### src/rtl/ls_order_unit.sv
// Load/store ordering core: issue-order tag FIFO, address adder, and an ordered
// list of address-resolved tags that picks mem_tag. Optional LOAD_BYPASS_EN.
module ls_order_unit #(
  parameter int FIFO_DEPTH  = 8,
  parameter int ORDER_DEPTH = 5
) (
  input  logic         clk,
  input  logic         rst_n,
  input  logic [3:0]   tag_in,
  input  logic         wr_en,
  input  logic         rd_en,
  output logic [3:0]   tag_out,
  output logic         lsq_full,
  output logic         lsq_empty,
  input  logic [63:0]  op,
  input  logic [63:0]  offset,
  output logic [63:0]  address,
  input  logic         aff_ready,
  input  logic [4:0]   ready_bus,
  input  logic [319:0] address_bus,
  input  logic         remove,
  output logic [3:0]   mem_tag,
  output logic [2:0]   order_count
);

  localparam int PW = $clog2(FIFO_DEPTH);
  localparam int CW = PW + 1;

  function automatic logic tag_ok(input logic [3:0] t);
    return (t >= 4'd6) && (t <= 4'd10);
  endfunction

  function automatic logic [2:0] slot(input logic [3:0] t);
    logic [2:0] s;
    s = 3'd0;
    case (t)
      4'd9:    s = 3'd0;
      4'd10:   s = 3'd1;
      4'd6:    s = 3'd2;
      4'd7:    s = 3'd3;
      4'd8:    s = 3'd4;
      default: s = 3'd0;
    endcase
    return s;
  endfunction

  function automatic logic tag_rdy(input logic [3:0] t);
    return tag_ok(t) && ready_bus[slot(t)];
  endfunction

  // ---------------- tag FIFO ----------------
  logic [3:0]    fifo_q [FIFO_DEPTH];
  logic [PW-1:0] wptr_q, wptr_d;
  logic [PW-1:0] rptr_q, rptr_d;
  logic [CW-1:0] fcnt_q, fcnt_d;
  logic          do_push, do_pop;

  assign lsq_empty = (fcnt_q == '0);
  assign lsq_full  = (fcnt_q == CW'(FIFO_DEPTH));
  assign tag_out   = lsq_empty ? 4'd0 : fifo_q[rptr_q];

  // A pop frees the slot this edge, so a write while full still lands.
  assign do_pop  = rd_en && !lsq_empty;
  assign do_push = wr_en && tag_ok(tag_in) && (!lsq_full || do_pop);

  always_comb begin
    wptr_d = wptr_q;
    rptr_d = rptr_q;
    fcnt_d = fcnt_q;
    if (do_push) wptr_d = wptr_q + PW'(1);
    if (do_pop)  rptr_d = rptr_q + PW'(1);
    fcnt_d = fcnt_q + CW'(do_push) - CW'(do_pop);
  end

  always_ff @(posedge clk or negedge rst_n) begin
    if (!rst_n) begin
      wptr_q <= '0;
      rptr_q <= '0;
      fcnt_q <= '0;
    end else begin
      wptr_q <= wptr_d;
      rptr_q <= rptr_d;
      fcnt_q <= fcnt_d;
    end
  end

  always_ff @(posedge clk or negedge rst_n) begin
    if (!rst_n) begin
      for (int i = 0; i < FIFO_DEPTH; i++) fifo_q[i] <= 4'd0;
    end else if (do_push) begin
      fifo_q[wptr_q] <= tag_in;
    end
  end

  // ---------------- address ----------------
  assign address = op + offset;

  // ---------------- order list ----------------
  logic [3:0] ord_q [ORDER_DEPTH];
  logic [3:0] ord_d [ORDER_DEPTH];
  logic [2:0] ocnt_q, ocnt_d;
  logic [3:0] gnt_tag;
  logic [2:0] gnt_idx;
  logic       present;
  logic       do_app, do_ret;

  always_comb begin
    present = 1'b0;
    for (int i = 0; i < ORDER_DEPTH; i++) begin
      if (i < int'(ocnt_q) && ord_q[i] == tag_out) present = 1'b1;
    end
  end

`ifdef LOAD_BYPASS_EN
  function automatic logic is_load(input logic [3:0] t);
    return (t >= 4'd6) && (t <= 4'd8);
  endfunction

  function automatic logic [63:0] tag_addr(input logic [3:0] t);
    return address_bus[64*int'(slot(t)) +: 64];
  endfunction

  logic stop;
  logic hit;

  // Only the first load can bypass: any later load has an older load ahead.
  always_comb begin
    gnt_tag = 4'd0;
    gnt_idx = 3'd0;
    stop    = 1'b0;
    hit     = 1'b0;
    if (ocnt_q != 3'd0 && tag_rdy(ord_q[0])) begin
      gnt_tag = ord_q[0];
    end else begin
      for (int i = 0; i < ORDER_DEPTH; i++) begin
        if (!stop && i < int'(ocnt_q) && is_load(ord_q[i])) begin
          stop = 1'b1;
          hit  = 1'b0;
          for (int j = 0; j < ORDER_DEPTH; j++) begin
            if (j < i && tag_rdy(ord_q[j]) &&
                tag_addr(ord_q[j]) == tag_addr(ord_q[i]))
              hit = 1'b1;
          end
          if (tag_rdy(ord_q[i]) && !hit) begin
            gnt_tag = ord_q[i];
            gnt_idx = 3'(i);
          end
        end
      end
    end
  end
`else
  logic unused_addr_bus;
  assign unused_addr_bus = ^address_bus;

  always_comb begin
    gnt_tag = 4'd0;
    gnt_idx = 3'd0;
    if (ocnt_q != 3'd0 && tag_rdy(ord_q[0])) gnt_tag = ord_q[0];
  end
`endif

  assign mem_tag     = gnt_tag;
  assign order_count = ocnt_q;

  assign do_ret = remove && (gnt_tag != 4'd0);
  assign do_app = aff_ready && (tag_out != 4'd0) && !present &&
                  (ocnt_q != 3'(ORDER_DEPTH));

  always_comb begin
    for (int i = 0; i < ORDER_DEPTH; i++) ord_d[i] = ord_q[i];
    ocnt_d = ocnt_q;
    if (do_ret) begin
      for (int i = 0; i < ORDER_DEPTH - 1; i++) begin
        if (i >= int'(gnt_idx)) ord_d[i] = ord_q[i+1];
      end
      ord_d[ORDER_DEPTH-1] = 4'd0;
      ocnt_d = ocnt_q - 3'd1;
    end
    if (do_app) begin
      ord_d[ocnt_d] = tag_out;
      ocnt_d = ocnt_d + 3'd1;
    end
  end

  always_ff @(posedge clk or negedge rst_n) begin
    if (!rst_n) begin
      for (int i = 0; i < ORDER_DEPTH; i++) ord_q[i] <= 4'd0;
      ocnt_q <= 3'd0;
    end else begin
      for (int i = 0; i < ORDER_DEPTH; i++) ord_q[i] <= ord_d[i];
      ocnt_q <= ocnt_d;
    end
  end

endmodule

### config.mk
export PLATFORM = sky130hd
export DESIGN_NAME = ls_order_unit
export DESIGN_NICKNAME = d
export VERILOG_FILES = /design/src/rtl/ls_order_unit.sv
export SDC_FILE = /design/constraint.sdc
export NUM_CORES = 1
export LEC_CHECK = 0
export CAP_MARGIN = 20
export CORE_AREA = 10 10 203 205
export CTS_CLUSTER_DIAMETER = 80
export CTS_CLUSTER_SIZE = 8
export DETAILED_ROUTE_END_ITERATION = 10
export DIE_AREA = 0 0 213 215
export MAX_ROUTING_LAYER = met4
export PLACE_DENSITY = 0.57
export SLEW_MARGIN = 10
export SYNTH_ARGS = -nofsm -noshare
export SYNTH_HDL_FRONTEND = slang
export SYNTH_SLANG_ARGS = --single-unit
### constraint.sdc
create_clock -name clk -period 8.45 [get_ports clk]
set_input_delay 1.2675 -clock clk [delete_from_list [all_inputs] [get_ports clk]]
set_output_delay 1.2675 -clock clk [all_outputs]
set_load 0.005 [all_outputs]
==> results of run 1 <==
==> cells in the mapped netlist, types with 3 or more instances <==
library cell	instances
a211oi_1	15
a21o_1	22
a21oi_1	86
a221oi_1	3
a311oi_1	3
a31oi_1	10
and2_1	9
and3_1	10
clkbuf_1	31
dfrtp_1	65
ha_1	74
inv_1	42
inv_2	3
mux2_2	30
mux2i_1	34
mux4_2	8
nand2_1	81
nand2_2	3
nand2b_1	8
nand3_1	18
nand3b_1	3
nand4_1	21
nor2_1	47
nor2b_1	11
nor3_1	16
nor3b_1	3
nor4_1	3
o2111ai_1	3
o211ai_1	10
o21a_1	9
o21ai_0	45
o21ai_1	5
o21bai_1	11
o22ai_1	5
o31ai_1	8
o41ai_1	3
xnor2_1	60
xor2_1	24
==> power groups by stage <==
stage               logic (mW)  registers, mW  clock network, mW
global placement          1.51          0.593                  0
global route              1.67          0.618              0.372
finish                    1.53          0.594              0.349
floorplan                 1.03          0.519                  0
detailed placement        1.53          0.599                  0
CTS                       1.54          0.595              0.355
==> critical path: cells and delay by family <==
kind                     cells  cell delay, ns
AO/OA/AOI/OAI                7            1.72
buffers and inverters        3            1.13
adder cells (fa/ha/maj)      2            0.69
AND/OR/NAND/NOR              2            0.82
==> kinds of logic (layout without fill, tap and decap cells) <==
group | after synthesis | count (layout)
AO/OA/AOI/OAI | 265 | 265
XOR/XNOR | 84 | 84
adder cells (fa/ha/maj) | 76 | 76
buffers and inverters | 81 | 284
flip-flops | 65 | 65
multiplexers | 73 | 73
other | 0 | 23
AND/OR/NAND/NOR | 246 | 246
==> routing by layer <==
layer  up-vias  part of all wire  GRT usage  wire, µm
li1       3713                 -          -         -
met1      3709              0.35     0.1398     11850
met2       216              0.54     0.2631     18400
met3        49             0.062    0.03464      2110
met4         0             0.044    0.07831      1472
met5         -                 0          -         0
==> final timing paths <==
check                          startpoint          end  slack [ns]  cells after the start
setup reg to reg           order_count[0]     ord_q[5]        4.96                     11
hold reg to reg                fifo_q[18]   fifo_q[18]        0.48                      2
hold / removal                 fifo_q[18]   fifo_q[18]        0.48                      2
max in group asynchronous           rst_n    fcnt_q[0]        6.80                      2
min in group asynchronous           rst_n    ord_q[16]        1.11                      2
setup / recovery                offset[0]  address[56]        1.56                     14
==> final cells by class <==
| cell class | count | share of cell area |
|---|---|---|
| clock buffer | 11 | 0.02417 |
| tap | 474 | 0.05673 |
| timing repair buffer | 222 | 0.2121 |
| antenna | 23 | 0.005505 |
| multi-input combinational | 744 | 0.5263 |
| inverter | 46 | 0.01675 |
| sequential | 65 | 0.1556 |
| clock inverter | 5 | 0.002872 |
==> flip-flops by register name, summed over array words and instances, names as in the netlist <==
| register | cells |
|---|---|
| fifo_q | 32 |
| wptr_q | 3 |
| order_count | 3 |
| fcnt_q | 4 |
| ord_q | 20 |
| rptr_q | 3 |
==> through the flow <==
stage	instances	util	total power [mW]	area [µm²]	setup WS, ns
global route	1590	0.2809	2.664	10460	1.300
floorplan	890	-	1.547	7453	3.425
detailed placement	1550	0.2713	2.129	10100	1.600
CTS	1566	0.2789	2.488	10380	1.568
global placement	1550	0.2713	2.103	10100	1.660
finish	1590	0.2809	2.470	10460	1.556
==> impl_results.md, run 1 <==
* Status: complete, no violations
* WP data arrival at between 5 and 6 ns
* Most used cell, CP: clkdlybuf4s50_1
* Global-route wire length before repair at slightly below 50000 µm
* RSZ-0062 raised after global routing: no
* 1st-iter DRT viols at about 350
* Final Max Slew Viols at 0
* Least-Margin Pin Slew at 0.8414 ns
* Area Overhead vs Synth at 40.27%
* P_sw at 1.046 mW
* Fraction of layout cells with a size suffix above 1 at 0.07136
* Ys async rst share at 1.000
* Skew final at 0.005356 ns
* #FFs+latches synth at 65
* Synth Warn # at 0
* Vias in the first global route at 7615
* Worst skew pair latency at 0.33 ns
* Register Area at 1627 µm²
* Chip height at ~220 µm
* Fmax at 145.0 MHz
* Commonest cells after routing, fill and taps aside: clkdlybuf4s50_1, a21oi_1, nand2_1
* EDFF count, synth at 0
* Post-synth cell types at 74
* Leading cell type in the layout, fill and taps excluded: clkdlybuf4s50_1
* Final net count at 1627
* Reg power frac at 0.240
* Die footprint at 45800 µm²
* Maximum VDD drop at ~0.28 mV
* CP peak stage delay at 0.63 ns
* Seq/Total Area, Yosys at 0.2182
* Avg WL per Cell at 21.28 µm
* Multi-input logic area at 5503 µm²
* Area share of fa/ha/maj cells after synthesis at 0.1296
* Multiplexer area fraction after synthesis at 0.1172
* Area fraction in compound gates after synthesis at 0.2295
* Final Hold Fails at 0
* Synth Instances at just under 900
* CP startpoint kind: input port
* Gp weighted congestion at 0.9367
* Crit path max-delay cell type: nor4_1
* Max-cap check violation count at 0
* Yosys top cell by area: dfrtp_1
* Post-Syn Nets at 1429
* Effective utilization at floorplan at 0.2002
* Post-CTS setup-driven buffer insertion count at 0
* Count of cells resized by post-cts repair at 0
* Total GRT Usage at 0.1455
* Slew HR at 0.4357
* Tmin final at about 6.9 ns
* FP Rows at 71
* Logic pwr share at 0.619
* TNS Setup at 0 ns
* # IOs at 540
* Main combinational cell family by area after synthesis: compound AO/OA/AOI/OAI gates
* First-pass DRT Iterations at 6
* Clock sinks at 65
* CTS root buf: clkbuf_16
* Via count at 7687
* Post-CTS Hold Fix Bufs at 0
* Min Hold Slack at 0.4809 ns
* Post-route antenna net violation count at 0
* Mean Syn Cell Area at 8.375 µm²
* HPWL after DPL at approximately 30000 µm
* Clock network fraction of design power at 0.141
* Crit Path Category: input port to output port
* Fill cells at 3972
* Total global routing overflow at 0
* Top_reg_cell synth: dfrtp_1
* Switching Share at 0.4232
* PwrDens at 236.3 nW/µm²
* Top cell type's share of synthesized area at 0.2182
* Clock slew at reported path FFs at 0.05 ns
* Fin crit share at 0.8159
* CP Cell Sequence: clkdlybuf4s50_1, ha_1, inv_1, fa_1, nor2b_1, o211ai_1, a31oi_1, a21bo_2, a311o_1, a21oi_1, nor4_1, o21ai_0, a211oi_1, clkdlybuf4s50_1
* Clock tree buffer depth at 2
* Core ar. at 37220 µm²
* Final setup vio count at 0
* CTS HTree Levels at 3
* HP Class: flip-flop to flip-flop
* Crit path required time at 7.18 ns
* DRC Markers at 0
* Synth Area in XOR/XNOR at 0.09871
* Pin count of the biggest net entering global routing at 66
* CTS tree: built
* DR vias/cell at 4.835
* Leak at 4.271 nW
* Crit end category: output port
* Synth Area in Simple Gates at 0.1633
* Antenna violations before repair at 23
* Port Buffers at around 220
* Synthesized area at 7453 µm²
* TritonCTS Buffers at 9
* Drt total wl at 33830 µm
* Pint at 1.425 mW
* Die Width at about 210 µm
* Max FO, Critical Path at 6
* Synth area leaders: dfrtp_1, ha_1, xnor2_1
(Power assumes the default switching activity.)
==> run 2: changes to the inputs <==
CORE_AREA = 10 10 199 201   (was 10 10 203 205)
DIE_AREA = 0 0 209 211   (was 0 0 213 215)
PLACE_DENSITY = 0.6   (was 0.57)
clock period = 5.81 ns   (was 8.45 ns; I/O delays follow)
==> run 2 against run 1 <==
Compared with the run above:
- register-to-register slack got worse by 2.9 ns
- largest power group unchanged
- hold slack got worse by 0.0059 ns
- via count increased by 1.0%
- sequential cell count unchanged
- critical path type unchanged
- count of clock-buffer cells in the layout unchanged
- core utilization increased by 2.1 points
==> impl_results.md, run 2 (synthesis results as in run 1) <==
* Status: complete, no violations (unchanged)
* Reg2reg end: ord_q[16] (was ord_q[5])
* R2R depth at 11 (unchanged)
* HP Class: flip-flop to flip-flop (unchanged)
* Global-route wire length before repair at 48370 µm (was 48720 µm)
* Total GRT Usage at 0.1474 (was 0.1455)
* Vias in the first global route at 7875 (was 7615)
* CTS HTree Levels at 3 (unchanged)
* R2r startpoint: order_count[0] (unchanged)
* Gp weighted congestion at 0.9435 (was 0.9367)
* Area Overhead vs Synth at 43.48% (was 40.27%)
* Most used cell, CP: clkdlybuf4s50_1 (unchanged)
* CTS tree: built (unchanged)
* Fmax at 177.6 MHz
* Crit path capture: address[26] (was address[56])
* Fraction of layout cells with a size suffix above 1 at 0.09400 (was 0.07136)
* Fin area at 10690 µm² (was 10460 µm²)
* Slew HR at 0.4546 (was 0.4357)
* Biggest register: fifo_q (unchanged)
* Post-CTS Hold Fix Bufs at 0 (unchanged)
* 1st-iter DRT viols at 526 (was 354)
* Drt total wl at 33500 µm (was 33830 µm)
* Port Buffers at 219 (unchanged)
* Top flop regs: fifo_q x32, ord_q x20, fcnt_q x4 (unchanged)
* Pin count of the biggest net entering global routing at 66 (unchanged)
* FP Rows at 69 (was 71)
* HPWL after DPL at 29550 µm (was 29490 µm)
* Avg WL per Cell at 21.04 µm (was 21.28 µm)
* Chip height at 211 µm (was 215 µm)
* CTS root buf: clkbuf_16 (unchanged)
* Commonest cells after routing, fill and taps aside: clkdlybuf4s50_1, a21oi_1, nand2_1 (unchanged)
* Crit path max-delay cell type: or4b_2 (was nor4_1)
* Fin crit share at 0.9689
* Crit end category: output port (unchanged)
* Die footprint at 44100 µm² (was 45800 µm²)
* DR vias/cell at 4.879 (was 4.835)
* PwrDens at 345.6 nW/µm² (was 236.3 nW/µm²)
* Post-DP Area at 10280 µm² (was 10100 µm²)
* Clock slew at reported path FFs at 0.05 ns (about the same)
* Crit Path Category: input port to output port (unchanged)
* Post-route antenna net violation count at 0 (unchanged)
* Maximum VDD drop at 0.3580 mV (was 0.2826 mV)
* TritonCTS Buffers at 9 (unchanged)
* Final Hold Fails at 0 (unchanged)
* Critical Path Start: offset[0] (unchanged)
* Final core utilization at 0.3021 (was 0.2809)
* Antenna violations before repair at 15 (was 23)
* Least-Margin Pin Slew at 0.8181 ns (was 0.8414 ns)
* Max FO, Critical Path at 5 (was 6)
* First-pass DRT Iterations at 7 (was 6)
* CP startpoint kind: input port (unchanged)
* CP peak stage delay at 0.66 ns (was 0.63 ns)
* Via count at 7767 (was 7687)
* Clock tree buffer depth at 2 (unchanged)
* Final net count at 1653 (was 1627)
* Die Width at 209 µm (was 213 µm)
* Tmin final at 5.629 ns
* Total global routing overflow at 0 (unchanged)
* RSZ-0062 raised after global routing: no (unchanged)
* Crit path required time at 4.94 ns (was 7.18 ns)
* Effective utilization at floorplan at 0.2106 (was 0.2002)
* Reg-to-reg slack, setup at 2.10 ns (was 4.96 ns)
* Final Max Slew Viols at 0 (unchanged)
* Skew final at 0.004581 ns (was 0.005356 ns)
* Leak at 4.438 nW (was 4.271 nW)
* WP data arrival at 4.76 ns (was 5.63 ns)
* # IOs at 540 (unchanged)
* Final setup vio count at 0 (unchanged)
* Core ar. at 35400 µm² (was 37220 µm²)
* Max FFs per register at 32 (unchanged)
* CP Cell Sequence: clkdlybuf4s50_1, ha_4, inv_1, fa_1, nor2b_1, o211ai_1, a31oi_2, a21bo_4, a21oi_1, o21bai_2, a211oi_1, or4b_2, nand4_1, clkdlybuf4s50_1 (was clkdlybuf4s50_1, ha_1, inv_1, fa_1, nor2b_1, o211ai_1, a31oi_1, a21bo_2, a311o_1, a21oi_1, nor4_1, o21ai_0, a211oi_1, clkdlybuf4s50_1)
* Max-cap check violation count at 0 (unchanged)
* Leading cell type in the layout, fill and taps excluded: clkdlybuf4s50_1 (unchanged)
* Clock sinks at 65 (unchanged)
* DRC Markers at 0 (unchanged)
* Worst skew pair latency at 0.33 ns (about the same)
run 2: cell count changes in the layout (fill, tap and decap cells not counted), sizes merged:
cell / before / now
buf: 4 / 30
diode: 23 / 14
bufinv: 0 / 3
clkinv: 3 / 0
clkinvlp: 2 / 0
clkdlybuf4s50: 218 / 217
dlymetal6s2s: 0 / 1
run 2: how the worst min path moves through the flow:
stage	start	endpoint	slack, ns	cells past startpoint
3_3_place_gp	fifo_q[23]	fifo_q[23]	0.46	2
5_1_grt	fifo_q[22]	fifo_q[22]	0.52	1
3_5_place_dp	fifo_q[23]	fifo_q[23]	0.47	2
2_1_floorplan	fifo_q[23]	fifo_q[23]	0.44	2
6_report	fifo_q[23]	fifo_q[23]	0.48	2
4_1_cts	fifo_q[23]	fifo_q[23]	0.48	2
run 2: per-layer routing:
layer  vias to the layer above  part of all wire  GRT usage
met4                         0             0.075     0.1161
met5                         -                 0          -
li1                       3735                 -          -
met3                        67             0.051    0.02262
met2                       268              0.52     0.2595
met1                      3697              0.35     0.1440
run 2: what timing repair did:
| item | 4_1_cts | 5_1_grt |
|---|---|---|
| setup endpoints to repair | 3 | 6 |
| gates resized for setup | 1 | 6 |
| pin swaps | 1 | 4 |
| setup buffers | 1 | 0 |
run 2: through the flow:
step	setup TNS [ns]	hold WS [ns]	setup WS (ns)	cells	power, mW
CTS	0	0.4800	0.007991	1578	3.730
detailed placement	-0.1031	0.4684	-0.07148	1563	3.107
global route	0	0.5206	0.05260	1591	3.971
global placement	-0.01520	0.4575	-0.01520	1563	3.066
floorplan	0	0.4446	1.577	890	2.250
finish	0	0.4750	0.1805	1592	3.696
run 2: where the power goes:
group          internal, mW  switching [mW]
clock                 0.426           0.184
sequential            0.652           0.213
combinational          1.13            1.09
run 2: area by class of cell:
class / instances / area [µm²]
diodes: 14 / 35.03
clock buffers: 11 / 242.7
clock inverters: 3 / 90.09
fillers: 3806 / 24700
inverters: 46 / 175.2
multi-input cells: 744 / 5538
flip-flops and latches: 65 / 1627
well taps: 461 / 576.8
repair buffers: 248 / 2410
run 2: worst max-delay path: cells and delay by family:
kind | cells | cell delay, ns
simple gates | 3 | 0.96
fa+ha+maj | 2 | 0.61
compound gates | 6 | 1.12
buf+inv | 3 | 1.19
